**src/rtl/pc_sequencer.sv**
```systemverilog
// Program-counter sequencer: drives the PC absolute-jump port for start, halt, stall, branch, call and return.
// Optional return-address stack enabled by defining PC_SEQUENCER_RAS_EN.
module pc_sequencer #(
  parameter int D  = 12,
  parameter int L  = 4,
  parameter int RD = 4
) (
  input  logic         clk,
  input  logic         reset,
  input  logic         start,
  input  logic         halt_req,
  input  logic         stall,
  input  logic         br_valid,
  input  logic         br_taken,
  input  logic         call_valid,
  input  logic         ret_valid,
  input  logic [L-1:0] lut_idx,
  input  logic         cfg_we,
  input  logic [L-1:0] cfg_addr,
  input  logic [D-1:0] cfg_data,
  input  logic [D-1:0] prog_ctr,
  output logic         absjump_en,
  output logic [D-1:0] target,
  output logic         running,
  output logic         done,
  output logic         ras_err
);

  typedef enum logic [1:0] {
    IDLE = 2'd0,
    RUN  = 2'd1,
    HALT = 2'd2
  } state_t;

  typedef enum logic [2:0] {
    ACT_NONE,
    ACT_HOLD,
    ACT_POP,
    ACT_POP_EMPTY,
    ACT_CALL,
    ACT_JUMP
  } act_t;

  state_t         state;
  state_t         next_state;
  act_t           act;
  logic [D-1:0]   pc_inc;
  logic [D-1:0]   lut_data;
  logic [D-1:0]   ras_top;
  logic           ras_empty;
  logic [D-1:0]   lut [2**L];

  assign pc_inc   = prog_ctr + D'(1);
  assign lut_data = lut[lut_idx];

  // NOTE: sequential state uses non-blocking assignments so every flop samples pre-edge values.
  always_ff @(posedge clk or posedge reset) begin
    if (reset) begin
      state   <= IDLE;
      running <= 1'b0;
      done    <= 1'b0;
    end else begin
      state   <= next_state;
      running <= (next_state == RUN);
      done    <= (next_state == HALT);
    end
  end

  // NOTE: every combinational output gets a default first, so no path can infer a latch.
  always_comb begin
    next_state = state;
    unique case (state)
      IDLE:    if (start)    next_state = RUN;
      RUN:     if (halt_req) next_state = HALT;
      HALT:    next_state = HALT;
      default: next_state = IDLE;
    endcase
  end

  // Resolve the single winning request in RUN; lower-priority requests are dropped.
  always_comb begin
    act = ACT_NONE;
    if (state == RUN) begin
      if (halt_req || stall)
        act = ACT_HOLD;
`ifdef PC_SEQUENCER_RAS_EN
      else if (ret_valid)
        act = ras_empty ? ACT_POP_EMPTY : ACT_POP;
`endif
      else if (call_valid)
        act = ACT_CALL;
      else if (br_valid && br_taken)
        act = ACT_JUMP;
    end
  end

  // Halt and stall are a jump-to-self; target tracks pc+1 when no jump so it stays deterministic.
  always_comb begin
    absjump_en = 1'b0;
    target     = pc_inc;
    unique case (state)
      IDLE: begin
        absjump_en = 1'b1;
        target     = '0;
      end
      RUN: begin
        unique case (act)
          ACT_HOLD: begin
            absjump_en = 1'b1;
            target     = prog_ctr;
          end
          ACT_POP: begin
            absjump_en = 1'b1;
            target     = ras_top;
          end
          ACT_CALL, ACT_JUMP: begin
            absjump_en = 1'b1;
            target     = lut_data;
          end
          default: begin
            absjump_en = 1'b0;
            target     = pc_inc;
          end
        endcase
      end
      HALT: begin
        absjump_en = 1'b1;
        target     = prog_ctr;
      end
      default: begin
        absjump_en = 1'b1;
        target     = '0;
      end
    endcase
  end

  // NOTE: storage arrays are deliberately not reset; only control state needs a known value.
  always_ff @(posedge clk) begin
    if (state == IDLE && cfg_we)
      lut[cfg_addr] <= cfg_data;
  end

`ifdef PC_SEQUENCER_RAS_EN
  localparam int PW = (RD > 1) ? $clog2(RD) : 1;
  localparam int CW = $clog2(RD + 1);

  logic [D-1:0]  ras [RD];
  logic [PW-1:0] ras_ptr;
  logic [PW-1:0] ptr_inc;
  logic [PW-1:0] ptr_dec;
  logic [CW-1:0] ras_cnt;
  logic          ras_full;

  // ras_ptr is the next free slot; a full push wraps over the oldest entry.
  assign ptr_inc   = (ras_ptr == PW'(RD - 1)) ? '0 : ras_ptr + PW'(1);
  assign ptr_dec   = (ras_ptr == '0) ? PW'(RD - 1) : ras_ptr - PW'(1);
  assign ras_top   = ras[ptr_dec];
  assign ras_empty = (ras_cnt == '0);
  assign ras_full  = (ras_cnt == CW'(RD));

  always_ff @(posedge clk or posedge reset) begin
    if (reset) begin
      ras_ptr <= '0;
      ras_cnt <= '0;
      ras_err <= 1'b0;
    end else begin
      unique case (act)
        ACT_CALL: begin
          ras_ptr <= ptr_inc;
          if (ras_full) ras_err <= 1'b1;
          else          ras_cnt <= ras_cnt + CW'(1);
        end
        ACT_POP: begin
          ras_ptr <= ptr_dec;
          ras_cnt <= ras_cnt - CW'(1);
        end
        ACT_POP_EMPTY: ras_err <= 1'b1;
        default: ;
      endcase
    end
  end

  always_ff @(posedge clk) begin
    if (act == ACT_CALL)
      ras[ras_ptr] <= pc_inc;
  end
`else
  localparam int unused_rd = RD;
  logic unused_ret;

  assign unused_ret = ret_valid;
  assign ras_top    = '0;
  assign ras_empty  = 1'b1;
  assign ras_err    = 1'b0;
`endif

endmodule

```
**config.mk**
```make
export PLATFORM = sky130hd
export DESIGN_NAME = pc_sequencer
export DESIGN_NICKNAME = d
export VERILOG_FILES = /design/src/rtl/pc_sequencer.sv
export SDC_FILE = /design/constraint.sdc
export NUM_CORES = 1
export LEC_CHECK = 0
export CORE_ASPECT_RATIO = 1.25
export CORE_MARGIN = 2
export CORE_UTILIZATION = 55
export CTS_CLUSTER_SIZE = 14
export DETAILED_ROUTE_END_ITERATION = 7
export GPL_TIMING_DRIVEN = 0
export PLACE_DENSITY = 0.75
export SLEW_MARGIN = 5
export SYNTH_ARGS = -nofsm -noshare
export SYNTH_HDL_FRONTEND = slang
export SYNTH_SLANG_ARGS = --single-unit
```
**constraint.sdc**
```tcl
create_clock -name clk -period 2.9 [get_ports clk]
set_input_delay 0.29 -clock clk [delete_from_list [all_inputs] [get_ports clk]]
set_output_delay 0.29 -clock clk [all_outputs]
set_load 0.01 [all_outputs]
```
==> metrics.cfg <==
[clock_tree]
clock_sink_count=196
max-clock-path-buffers=2
clk_pin_slew_worst_paths_ns=0.07
hold_fix_buffer_count_after_cts=0
cts_buffers=17
h-tree-depth=4
clkLatencyLatePin_ns=0.43
cts_root_buf=sky130_fd_sc_hd__clkbuf_16
tritoncts=built

[sta]
hold_viol_final=0
transition_time_at_the_pin_with_the_least_slew_margin_ns=1.02
maxClockFrequency_ghz=0.351
fin_setup_tns_ns=0
timing.clock.skew_ns=0.00976
drv_slew=0
final_setup_violating_endpoints=0
period_needed_ns=2.85
slew_headroom=0.316
fin_crit_sh=0.984
setup_repair_after_global_routing_missed_its_margin=true

[die]
boundaryPins=58
fp.dieH_um=141
die_width_um=113
dieArea_sq_um=15900
floorplan.core_area_sq_um=14500
rows=49
initial_utilization=0.568

[power]
share_of_total_power_in_the_clock_network=0.355
power_density_nw_per_um2=661
combPwrFrac=0.152
seq_power_share=0.493
power_switching_share=0.254
intPower_mw=4.86
net_switching_mw=1.65
leakage_power_nw=3.25
max_rail_drop_vdd_v=0.000342

[setup_path]
ff2ff_path_depth=6
worstSetupEndpointType=output pin
cp_data_arrival_time_ns=2.56
cp_max_fo=1
regToRegEndpoint=lut[0][5]
worst-endpoint-required_ns=2.61
regToRegSetupSlack_ns=0.35
regToRegStartpoint=state[0]
worst_setup_path_start_kind=register
criticalPathCategory=register to output pin

[routing]
iter_0_drt_violations=531
drc=0
drt-wirelength-per-cell_um=26.6
postRouteAntennaNets=0
viasPerCell=6.47
num_vias=4695
detail_route.first_pass.iterations=6
drt_wl_total_um=19300

[synth]
syn-mean-instance-area_sq_um=18.3
syn_area_sq_um=8220
synthDominantCellAreaShare=0.702
synth_enable_flop_cells=192
synth.ff_latch_count=196
cell_type_contributing_the_most_total_cell_area_after_synthesis=sky130_fd_sc_hd__edfxtp_1
syn-instance-count=449
ys.flop_type=sky130_fd_sc_hd__edfxtp_1
synth_cell_types=52
synth.area.top_cells=sky130_fd_sc_hd__edfxtp_1, sky130_fd_sc_hd__mux4_2, sky130_fd_sc_hd__nor2_1, sky130_fd_sc_hd__mux2i_1, sky130_fd_sc_hd__mux4_1
yosysSeqAreaShare=0.714
yosys_warnings=0
asyncSetResetFlopFracSynth=0.0204
synth.most_common_cell=sky130_fd_sc_hd__edfxtp_1
postSynthNetCount=496
synth.top_cells.by_count=sky130_fd_sc_hd__edfxtp_1, sky130_fd_sc_hd__mux4_2, sky130_fd_sc_hd__nor2_1

[cells_and_area]
share_of_cells_above_drive_strength_1=0.261
antennaDiodeCount=0
total_number_of_nets_in_the_final_design=582
syn_to_final_growth_pct=19.9
final_core_util=0.681

[outcome]
outcome=completed

[flow_run]
max-cap-violations=0

[global_route]
wire_length_of_the_first_global_routing_pass_um=28500
grt_overflow=0
grt_antenna_before_repair=0
globalRouteTotalUtil=0.252
grt_max_degree=20
number_of_global_route_vias_before_repair=4680

[placement]
dp_hpwl_um=13000
place.port_buffers=51
globalplace.congestion=0.915

[worst_hold_path]
path_class_of_the_lowest_slack_min_delay_path=input port to asynchronous set/reset pin

==> through the flow <==
step	hold WS, ns	worst slack, ns	power [mW]	instance area, sq um	cells
3_3_place_gp	0.486	-0.701	4.15	8950	678
3_5_place_dp	0.494	-0.167	4.19	9200	693
4_1_cts	0.0404	0.00764	6.52	9830	726
6_report	0.0433	0.0472	6.51	9850	726
2_1_floorplan	0.0561	0.508	3.78	8220	449
5_1_grt	0.0520	-0.0244	6.70	9850	726
==> timing repair <==
item | CTS | global route
gates resized for setup | 16 | 10
endpoints found under the hold margin | 0 | 0
buffers inserted | 3 | 0
setup endpoints to repair | 11 | 7
==> state kept, by name (all words and copies together), names as in the netlist <==
register / count
running: 1
done: 1
state: 2
lut: 192
==> power by group through the flow <==
stage / sequential (mW) / combinational (mW) / clock, mW
CTS: 3.21 / 0.973 / 2.33
global route: 3.21 / 1.06 / 2.43
global placement: 3.28 / 0.872 / 0
detailed placement: 3.28 / 0.914 / 0
floorplan: 3.27 / 0.503 / 0
finish: 3.21 / 0.988 / 2.31
==> how the worst max path moves through the flow <==
stage	endpoint	cells past startpoint	startpoint
6_report	target[9]	5	lut[14][9]
5_1_grt	target[4]	7	state[0]
4_1_cts	target[1]	6	lut_idx[3]
3_5_place_dp	target[7]	7	halt_req
3_3_place_gp	lut[0][1]	5	state[0]
2_1_floorplan	lut[0][0]	5	state[0]
==> cells in the final DEF, fill, tap and decap left out, drive strengths merged, types with 3 or more instances in the layout <==
cell           count
clkbuf            30
mux4              51
inv               14
nor3               6
a21oi             10
nand2             22
edfxtp           192
mux2               3
clkdlybuf4s50     45
nand4              4
mux2i             11
a211oi             3
o21ai             13
a31oi              4
dfrtp              4
nor2              31
dlygate4sd2        5
nand3             16
nor2b              4
buf               29
and3               5
clkinv             3
ha                 5
==> critical path, cell delays in order (launching register included) <==
cell and delay, ns:
sky130_fd_sc_hd__edfxtp_1 0.40, sky130_fd_sc_hd__mux4_2 0.49, sky130_fd_sc_hd__mux4_2 0.51, sky130_fd_sc_hd__nor2_1 0.16, sky130_fd_sc_hd__o31ai_1 0.09, sky130_fd_sc_hd__clkdlybuf4s50_1 0.49
==> metal layers <==
| layer | wire, um | global-route usage | vias to the layer above |
|---|---|---|---|
| met5 | 0 | 0 | - |
| met4 | 505 | 0.0802 | 0 |
| met1 | 7360 | 0.326 | 2379 |
| li1 | - | - | 2020 |
| met3 | 1380 | 0.0469 | 40 |
| met2 | 10000 | 0.436 | 256 |
==> layout make-up <==
cell class	instances	area [sq um]
Clock buffer	18	429
Buffer	23	140
Sequential cell	196	5870
Clock inverter	14	159
Timing Repair Buffer	69	732
Inverter	6	22.5
Fill cell	910	4620
Multi-Input combinational cell	222	2280
Tap cell	178	223
==> cell families (layout without fill, tap and decap cells) <==
group,Yosys count,in the layout,share of synthesized area
XOR/XNOR,1,1,0.00107
buffers and inverters,31,130,0.0187
other,1,1,0.000456
multiplexers,65,65,0.159
adder cells (fa/ha/maj),5,5,0.00761
AO/OA/AOI/OAI,50,50,0.0405
AND/OR/NAND/NOR,100,100,0.0585
flip-flops,196,196,0.714
No activity file was read; power rests on OpenSTA's default activity.
